### src/rtl/mem_ctrl_pkg.sv
// Shared types and constants for the mem_ctrl memory interface block.
// The ERR state exists only when MEM_CTRL_TIMEOUT_EN is defined.
package mem_ctrl_pkg;

   localparam logic [31:0] NOP_INSTR = 32'h00000013;

   typedef enum logic [2:0] {
      ST_IDLE  = 3'd0,
      ST_READ  = 3'd1,
      ST_WRITE = 3'd2,
      ST_DONE  = 3'd3
`ifdef MEM_CTRL_TIMEOUT_EN
      ,
      ST_ERR   = 3'd4
`endif
   } state_e;

endpackage

### src/rtl/mem_timeout_ctr.sv
// Cycle counter for outstanding memory accesses; expired flags the last
// permitted cycle so the controller can leave on the following edge.
module mem_timeout_ctr #(
   parameter logic [7:0] LIMIT = 8'd255
) (
   input  logic clk,
   input  logic reset,
   input  logic en,
   input  logic clr,
   output logic expired
);

   logic [7:0] cnt_r;

   // Count cycles while an access is outstanding, restart when idle.
   always_ff @(posedge clk) begin
      if (reset || clr) begin
         cnt_r <= 8'd0;
      end else if (en) begin
         cnt_r <= cnt_r + 8'd1;
      end else begin
         cnt_r <= cnt_r;
      end
   end

   assign expired = en && (cnt_r == (LIMIT - 8'd1));

endmodule

### src/rtl/mem_ctrl.sv
// Memory access sequencer between the multicycle core FSM and a req/ack memory.
// Optional access timeout with sticky error: define MEM_CTRL_TIMEOUT_EN.
module mem_ctrl
   import mem_ctrl_pkg::*;
#(
   parameter logic [7:0]  TIMEOUT_CYCLES = 8'd255,
   parameter logic [31:0] RESET_INSTR    = NOP_INSTR
) (
   input  logic        clk,
   input  logic        reset,
   input  logic        rd_req,
   input  logic        wr_req,
   input  logic        is_fetch,
   input  logic [31:0] addr,
   input  logic [31:0] wdata,
   output logic        mem_req,
   output logic        mem_we,
   output logic [31:0] mem_addr,
   output logic [31:0] mem_wdata,
   input  logic        mem_ack,
   input  logic [31:0] mem_rdata,
   output logic [31:0] instr,
   output logic [31:0] data,
   output logic        stall,
   output logic        err
);

   state_e state_r;
   state_e state_nxt_s;
   logic   fetch_r;
   logic   busy_s;

   assign busy_s = (state_r == ST_READ) || (state_r == ST_WRITE);

`ifdef MEM_CTRL_TIMEOUT_EN
   logic expired_s;

   mem_timeout_ctr #(.LIMIT(TIMEOUT_CYCLES)) u_timeout_ctr (
      .clk     (clk),
      .reset   (reset),
      .en      (busy_s),
      .clr     (!busy_s),
      .expired (expired_s)
   );
`else
   // Constant-folds to zero; keeps TIMEOUT_CYCLES referenced in this build.
   assign err = 1'b0 & (TIMEOUT_CYCLES == 8'd0);
`endif

   // Next-state decode; an ack in the same cycle as expiry still completes.
   always_comb begin
      state_nxt_s = state_r;
      case (state_r)
         ST_IDLE: begin
            if (wr_req) begin
               state_nxt_s = ST_WRITE;
            end else if (rd_req) begin
               state_nxt_s = ST_READ;
            end else begin
               state_nxt_s = ST_IDLE;
            end
         end
         ST_READ, ST_WRITE: begin
            if (mem_ack) begin
               state_nxt_s = ST_DONE;
`ifdef MEM_CTRL_TIMEOUT_EN
            end else if (expired_s) begin
               state_nxt_s = ST_ERR;
`endif
            end else begin
               state_nxt_s = state_r;
            end
         end
         ST_DONE: state_nxt_s = ST_IDLE;
`ifdef MEM_CTRL_TIMEOUT_EN
         ST_ERR:  state_nxt_s = ST_ERR;
`endif
         default: state_nxt_s = ST_IDLE;
      endcase
   end

   // State, latched request fields and returned-data registers.
   always_ff @(posedge clk) begin
      if (reset) begin
         state_r   <= ST_IDLE;
         mem_req   <= 1'b0;
         mem_we    <= 1'b0;
         mem_addr  <= 32'h0000_0000;
         mem_wdata <= 32'h0000_0000;
         fetch_r   <= 1'b0;
         instr     <= RESET_INSTR;
         data      <= 32'h0000_0000;
`ifdef MEM_CTRL_TIMEOUT_EN
         err       <= 1'b0;
`endif
      end else begin
         state_r <= state_nxt_s;
         mem_req <= (state_nxt_s == ST_READ) || (state_nxt_s == ST_WRITE);
         mem_we  <= (state_nxt_s == ST_WRITE);
`ifdef MEM_CTRL_TIMEOUT_EN
         err     <= err || (state_nxt_s == ST_ERR);
`endif
         if ((state_r == ST_IDLE) && (wr_req || rd_req)) begin
            mem_addr <= addr;
         end else begin
            mem_addr <= mem_addr;
         end
         if ((state_r == ST_IDLE) && wr_req) begin
            mem_wdata <= wdata;
         end else begin
            mem_wdata <= mem_wdata;
         end
         if ((state_r == ST_IDLE) && !wr_req && rd_req) begin
            fetch_r <= is_fetch;
         end else begin
            fetch_r <= fetch_r;
         end
         if ((state_r == ST_READ) && mem_ack && fetch_r) begin
            instr <= mem_rdata;
         end else begin
            instr <= instr;
         end
         if ((state_r == ST_READ) && mem_ack && !fetch_r) begin
            data <= mem_rdata;
         end else begin
            data <= data;
         end
      end
   end

`ifdef MEM_CTRL_TIMEOUT_EN
   assign stall = ((state_r == ST_IDLE) && (rd_req || wr_req)) || busy_s ||
                  (state_r == ST_ERR);
`else
   assign stall = ((state_r == ST_IDLE) && (rd_req || wr_req)) || busy_s;
`endif

endmodule

### config.mk
export PLATFORM = sky130hd
export DESIGN_NAME = mem_ctrl
export DESIGN_NICKNAME = d
export VERILOG_FILES = /design/src/rtl/mem_ctrl_pkg.sv /design/src/rtl/mem_timeout_ctr.sv /design/src/rtl/mem_ctrl.sv
export SDC_FILE = /design/constraint.sdc
export NUM_CORES = 1
export LEC_CHECK = 0
export ABC_CLOCK_PERIOD_IN_PS = 1600
export BUFFER_PORTS_ARGS = -buffer_cell sky130_fd_sc_hd__buf_2
export CORE_UTILIZATION = 35
export DETAILED_ROUTE_END_ITERATION = 8
export SYNTH_ARGS = -nofsm -noshare
export SYNTH_HDL_FRONTEND = slang
export SYNTH_SLANG_ARGS = --single-unit
### constraint.sdc
create_clock -name clk -period 1.6 [get_ports clk]
set_input_delay 0.08 -clock clk [delete_from_list [all_inputs] [get_ports clk]]
set_output_delay 0.08 -clock clk [all_outputs]
set_load 0.01 [all_outputs]
==> results of run 1 <==
==> how the worst min path moves through the flow <==
| stage | slack, ns | cells after the start | end | startpoint |
|---|---|---|---|---|
| final | 0.02 | 3 | state_r[1] | mem_ack |
| after global routing | 0.02 | 3 | state_r[1] | mem_ack |
| after CTS | 0.0005 | 3 | state_r[1] | mem_ack |
| after detailed placement | 0.33 | 3 | mem_wdata[0] | wdata[0] |
| after global placement | 0.32 | 3 | mem_wdata[26] | wdata[26] |
| after floorplan | 0.22 | 2 | mem_wdata[0] | wdata[0] |
==> logic make-up (layout without fill, tap and decap cells) <==
kind of cell           after synthesis  after routing  synth area share [%]
and+or+nand+nor                    244            244                  25.1
DFF                                134            134                  49.4
muxes                               96             96                  17.7
other                                1              2                0.0690
AOI/OAI and AO/OA                   42             42                  4.28
buffers and inverters               44            385                  3.50
==> through the flow <==
step | cells | util [%] | setup slack (ns) | cell area [µm²] | power, mW
2_1_floorplan | 562 | - | 0.00890 | 5440 | 3.99
3_3_place_gp | 955 | 45.2 | 0.0981 | 6870 | 4.31
3_5_place_dp | 955 | 45.2 | 0.0637 | 6870 | 4.33
4_1_cts | 1088 | 56.2 | 0.0165 | 8550 | 8.84
5_1_grt | 1091 | 56.7 | -0.0299 | 8620 | 9.12
6_report | 1091 | 56.7 | 0.0275 | 8620 | 8.77
==> power groups by stage <==
stage	Combinational, mW	Sequential [mW]	Clock, mW
global placement	0.742	3.57	0
detailed placement	0.757	3.58	0
finish	0.997	3.51	4.27
floorplan	0.369	3.63	0
global route	1.08	3.52	4.52
CTS	0.955	3.50	4.38
==> per-layer routing <==
metal  GRT usage (%)  vias to the layer above  share of wire [%]
met5               0                        -                  0
met4            11.3                        0                3.5
met3            6.28                       41                6.5
met2            30.5                      174                 47
met1            20.6                     2277                 43
li1                -                     2502                  -
==> layout make-up <==
cell class / instances / area share [%]
Clock buffer: 22 / 5.73
Multi-Input combinational cell: 384 / 30.2
Clock inverter: 10 / 1.92
Timing Repair Buffer: 353 / 28.3
Sequential cell: 134 / 31.1
Tap cell: 188 / 2.73
==> Yosys cell counts <==
library cell	count	area [µm²]
sky130_fd_sc_hd__nand3b_1	1	7.51
sky130_fd_sc_hd__nand4b_1	1	8.76
sky130_fd_sc_hd__nor4_1	1	6.26
sky130_fd_sc_hd__a22oi_1	1	7.51
sky130_fd_sc_hd__buf_4	2	15.0
sky130_fd_sc_hd__nand2b_1	159	995
sky130_fd_sc_hd__or3_1	1	6.26
sky130_fd_sc_hd__nor3_1	3	15.0
sky130_fd_sc_hd__nor4b_2	2	30.0
sky130_fd_sc_hd__a22o_1	1	8.76
sky130_fd_sc_hd__o41ai_1	1	8.76
sky130_fd_sc_hd__or4b_2	1	10.0
sky130_fd_sc_hd__mux2i_1	96	961
sky130_fd_sc_hd__o21a_1	2	15.0
sky130_fd_sc_hd__a21oi_1	34	170
sky130_fd_sc_hd__dfxtp_1	134	2680
sky130_fd_sc_hd__a211oi_1	2	15.0
sky130_fd_sc_hd__clkbuf_1	33	124
sky130_fd_sc_hd__buf_2	8	40.0
sky130_fd_sc_hd__nor2_1	9	33.8
sky130_fd_sc_hd__nand2_1	65	244
sky130_fd_sc_hd__or4_1	1	7.51
sky130_fd_sc_hd__buf_6	1	11.3
sky130_fd_sc_hd__conb_1	1	3.75
sky130_fd_sc_hd__o21bai_1	1	7.51
==> worst min-delay path: stages <==
cell and delay (ns):
sky130_fd_sc_hd__buf_2 0.13, sky130_fd_sc_hd__nand3b_1 0.08, sky130_fd_sc_hd__a211oi_1 0.08
==> sequential cells by signal, indices dropped and copies added (netlist names) <==
register   count
state_r        3
mem_req        1
mem_wdata     32
mem_we         1
data          32
instr         32
fetch_r        1
mem_addr      32
==> timing repair <==
item                       4_1_cts  5_1_grt
gates resized for setup          5        2
pin swaps                        2        1
setup endpoints to repair        1       45
hold buffers                    99        0
cloned                           0        3
setup buffers                    2        0
hold endpoints to repair       130        0
==> cells in the final DEF (no fill, tap or decap), drive strengths merged <==
cell type and instances:
a22oi 1, a22o 1, a211oi 2, or3 1
or4 1, o21a 2, dlygate4sd3 99, nand2 65
o41ai 1, bufinv 4, nor4 1, a21oi 34
nor3 3, nand3b 1, or4b 1, conb 2
nor4b 2, buf 252, nand2b 159, dfxtp 134
mux2i 96, clkbuf 24, nand4b 1, nor2 9
inv 2, clkinv 4, o21bai 1
==> metrics.txt, run 1 <==
Clk pwr share=48.7%; placer congestion estimate=0.727; die footprint=16,000 µm²; multi-input combinational cell area=2610 µm²; share of layout cells above drive strength 1=32.7%; Std-Cell Rows=45; cell-internal power=6.84 mW; Unique masters post-synth=25; clk buf depth=2; final net count=992; first-pass GRT wire length=23.5 mm; post-route ant nets=0; Switching Power=1.93 mW; critical path's slowest cell=sky130_fd_sc_hd__or4_2; Comb power frac=11.4%; starting DRC count in detailed routing=228; area delta synth->final=58.7%; reg2reg setup slack=0.03 ns; initial core utilization=35.7%; number of diodes=0; fin. max-slew vios=0; Fillers=1,318; cell family with most CP delay=simple AND/OR/NAND/NOR gates; maximum fanout along the worst path=29; number of synthesized register bits=134; sequential cell area=2680 µm²; net switching fraction of the power=22.0%; data required time of the worst path=1.89 ns; routed vias/inst=4.58; run status=finished, final reports clean; startpoint of the lowest-slack register-to-register path=state_r[0]; synthesized netlist cell count=561; time the final worst path needs with I/O delays and setup=1.57 ns; Cell Area, Synth=5430 µm²; HPWL Detailed=9.14 mm; data arrival time at the worst-slack endpoint=1.86 ns; Ports=234; cell count of the worst reg-to-reg path=5; die boundary width=127 µm; clock sink total=134; final-report hold violation count=0; count of buffers inserted at the top-level ports=232; sequential element share of the synthesized area=49.4%; leakage power=4.02 nW; Reg clk slew, reported paths=0.06 ns; critical path type=flop to flop; number of warnings reported in the yosys synthesis log=0; overall overflow remaining after global route=0; area inside the core boundary=15,200 µm²; startpoint type of the worst setup path=flop; Crit. End Element=flop; power density over the cells=1020 nW/µm²; vias in the first global route=5,040; worst-case vdd ir drop=0.686 mV; post-route DRC violation count=0; final total negative setup slack=0 ns; H-tree lvl count=4; Worst R2R End=data[14]; number of buffer and inverter stages on the critical path=2; floorplan die height=127 µm; delay of the slowest cell on the worst path=0.58 ns; setup repair after global routing missed its margin=true; total number of vias=4,994; clock tree from TritonCTS=yes; Hold WC Path Type=input port to flop; Critical Path Source=state_r[0]; post-detailed-routing wire length=15.0 mm; Final period util=98.3%; clock skew=0.0116 ns; DR WL/cell=13.8 µm; total of endpoints with negative setup slack in the final report=0; end point of the critical path=data[14]; share of total power in sequential cells=40.0%; WP depth=5; tightest hold margin=0.0245 ns; Maximum Capacitance Violations=0; Root Driver=sky130_fd_sc_hd__clkbuf_16; maximum number of pins on one net before global-route repair=89; clock latency of the later-clocked register in the worst-skew pair=0.41 ns; initial antenna violation count=0; per-instance average area after synthesis=9.69 µm²; CTS Buf Count=17; Max Clk Rate=636 MHz; sequence of cells on the critical path=buf_4 > nand2_1 > or4_2 > buf_12 > mux2i_1; total iterations of the first detailed-routing run=4; global-route usage over all layers=18.5%
Note: power is estimated with default switching activity, not from simulation.
==> inputs of run 2 (changes only) <==
--- a/config.mk
+++ b/config.mk
@@ -5,10 +5,14 @@
 export SDC_FILE = /design/constraint.sdc
 export NUM_CORES = 1
 export LEC_CHECK = 0
-export ABC_CLOCK_PERIOD_IN_PS = 1600
+export ABC_CLOCK_PERIOD_IN_PS = 1800
 export BUFFER_PORTS_ARGS = -buffer_cell sky130_fd_sc_hd__buf_2
-export CORE_UTILIZATION = 35
+export CELL_PAD_IN_SITES_DETAIL_PLACEMENT = 2
+export CELL_PAD_IN_SITES_GLOBAL_PLACEMENT = 2
+export CORE_ASPECT_RATIO = 1.4
+export CORE_UTILIZATION = 27
 export DETAILED_ROUTE_END_ITERATION = 8
+export PLACE_DENSITY_LB_ADDON = 0.1
 export SYNTH_ARGS = -nofsm -noshare
 export SYNTH_HDL_FRONTEND = slang
 export SYNTH_SLANG_ARGS = --single-unit
==> constraint.sdc (replaced) <==
create_clock -name clk -period 1.8 [get_ports clk]
set_input_delay 0.09 -clock clk [delete_from_list [all_inputs] [get_ports clk]]
set_output_delay 0.09 -clock clk [all_outputs]
set_load 0.01 [all_outputs]
==> metrics.txt, run 2 (same netlist as run 1, synthesis figures left out) <==
global-route usage over all layers=18.3% (-0.18 points); Clk pwr share=48.6% (about the same); Ports=234 (unchanged); starting DRC count in detailed routing=126 (-45%); Maximum Capacitance Violations=0 (unchanged); Fillers=2,150 (+63%); commonest non-fill, non-tap cell in the layout=sky130_fd_sc_hd__buf_2; first-pass GRT wire length=29.3 mm (+25%); power density over the cells=908 nW/µm² (-11%); final-report hold violation count=0 (unchanged); count of buffers inserted at the top-level ports=232 (unchanged); Switching Power=1.78 mW (-7.8%); area delta synth->final=57.3%; worst-case vdd ir drop=0.596 mV (-13%); die footprint=20,700 µm² (+29%); share of layout cells above drive strength 1=31.5% (-1.1 points); overall overflow remaining after global route=0 (unchanged); overall power consumption=7.76 mW (-11%); startpoint of the lowest-slack register-to-register path=state_r[0]; Std-Cell Rows=61 (+36%); initial antenna violation count=0 (unchanged); total iterations of the first detailed-routing run=4 (unchanged); Final period util=93.0%; data required time of the worst path=1.71 ns (-0.18 ns); Reg clk slew, reported paths=0.05 ns (about the same); clk buf depth=2 (unchanged); delay of the slowest cell on the worst path=0.39 ns (-0.19 ns); Root Driver=sky130_fd_sc_hd__clkbuf_16; fin. max-slew vios=0 (unchanged); total of endpoints with negative setup slack in the final report=0 (unchanged); floorplan die height=170 µm (+34%); Max Clk Rate=597 MHz; final setup slack of the worst path=0.125 ns (+0.0976 ns); H-tree lvl count=4 (unchanged); number of diodes=0 (unchanged); post-detailed-routing wire length=18.8 mm (+25%); net switching fraction of the power=22.9% (+0.90 points); clock tree from TritonCTS=yes; sequence of cells on the critical path=buf_6 > or3_4 > nor2_1 > a211oi_1 > buf_2; cell count of the worst reg-to-reg path=4 (-1); startpoint type of the worst setup path=flop; reg2reg setup slack=0.17 ns (+0.14 ns); total number of vias=5,139 (+2.9%); Critical Path Source=state_r[0]; Post-Route Utilization=43.2% (-13 points); number of non-filler instances in the completed layout=1,143 (+4.8%); post-route DRC violation count=0 (unchanged); maximum fanout along the worst path=11 (-62%); critical path's slowest cell=sky130_fd_sc_hd__or3_4; Hold WC Path Type=input port to flop; data arrival time at the worst-slack endpoint=1.58 ns (-0.28 ns); Place WS=0.205 ns (+0.141 ns); placer congestion estimate=0.700 (-3.7%); clock skew=0.00948 ns (-0.00211 ns); run status=finished, final reports clean; Cell Count Post-Placement=1,015 (+6.3%); end point of the critical path=stall; Comb power frac=11.3% (about the same); die boundary width=122 µm (-3.7%); setup repair after global routing missed its margin=false; CTS Buf Count=17 (unchanged); Worst R2R End=data[24]; Crit. End Element=primary output; time the final worst path needs with I/O delays and setup=1.67 ns; critical path type=flop to primary output; worst hold path depth=3 (unchanged); final total negative setup slack=0 ns (unchanged); cell-internal power=5.99 mW (-13%); final net count=981 (-1.1%); area inside the core boundary=19,800 µm² (+30%); post-route ant nets=0 (unchanged); leakage power=3.93 nW (-2.3%); clock sink total=134 (unchanged); vias in the first global route=5,782 (+15%); initial core utilization=27.5% (-8.3 points); routed vias/inst=4.50 (-1.8%); share of total power in sequential cells=40.2% (+0.2 points); clock latency of the later-clocked register in the worst-skew pair=0.42 ns (about the same); most used cells in the layout excluding fill and tap cells=sky130_fd_sc_hd__buf_2 (231), sky130_fd_sc_hd__nand2b_1 (159), sky130_fd_sc_hd__dfxtp_1 (134); DR WL/cell=16.4 µm (+19%); HPWL Detailed=12.6 mm (+38%); maximum number of pins on one net before global-route repair=66 (-26%)
run 2: cell count changes in the layout (fill, tap and decap cells not counted), sizes merged, moves of 2 or more:
cell,before,now
buf,252,245
clkbuf,24,18
clkinv,4,6
clkinvlp,0,2
dlygate4sd3,99,97
inv,2,0
run 2: power by group through the flow:
stage	clock, mW	sequential [mW]	combinational, mW
2_1_floorplan	0	3.22	0.328
3_3_place_gp	0	3.17	0.678
3_5_place_dp	0	3.18	0.712
4_1_cts	3.90	3.12	0.885
5_1_grt	4.00	3.13	0.953
6_report	3.77	3.12	0.875
run 2: what timing repair did:
item / 4_1_cts / 5_1_grt
setup endpoints to repair: 0 / 1
gates resized for setup: 0 / 2
hold endpoints to repair: 127 / 0
hold buffers: 97 / 0
buffers inserted: 0 / 0
run 2: metal layers:
metal	up-vias	track usage [%]	routed length, µm
li1	2463	-	-
met1	2506	18.1	7030
met2	149	35.5	10300
met3	21	5.19	1120
met4	0	6.12	279
met5	-	0	0
run 2: layout make-up:
cell class,instances,area (µm²),share of cell area (%)
clock buffer,18,429,5.02
timing repair buffer,342,2320,27.2
sequential,134,2680,31.4
clock inverter,13,206,2.42
multi-input combinational,384,2590,30.3
tap,252,315,3.69
run 2: critical path, delay by kind of cell (launching register included):
kind,cells,cell delay (ns)
AOI/OAI and AO/OA,1,0.05
buffers and inverters,2,0.30
DFF,1,0.33
and+or+nand+nor,2,0.49
run 2: how the worst min path moves through the flow:
stage / start / endpoint / slack, ns
after global placement: wdata[17] / mem_wdata[17] / 0.33
after floorplan: wdata[0] / mem_wdata[0] / 0.23
after CTS: rd_req / fetch_r / 0.005
after global routing: rd_req / fetch_r / 0.02
final: rd_req / fetch_r / 0.02
after detailed placement: wdata[21] / mem_wdata[21] / 0.34
run 2: metrics by stage:
stage | hold WS (ns) | cell area (µm²)
2_1_floorplan | 0.226 | 5440
3_3_place_gp | 0.329 | 6930
5_1_grt | 0.0171 | 8550
3_5_place_dp | 0.340 | 6930
4_1_cts | 0.00545 | 8540
6_report | 0.0174 | 8550
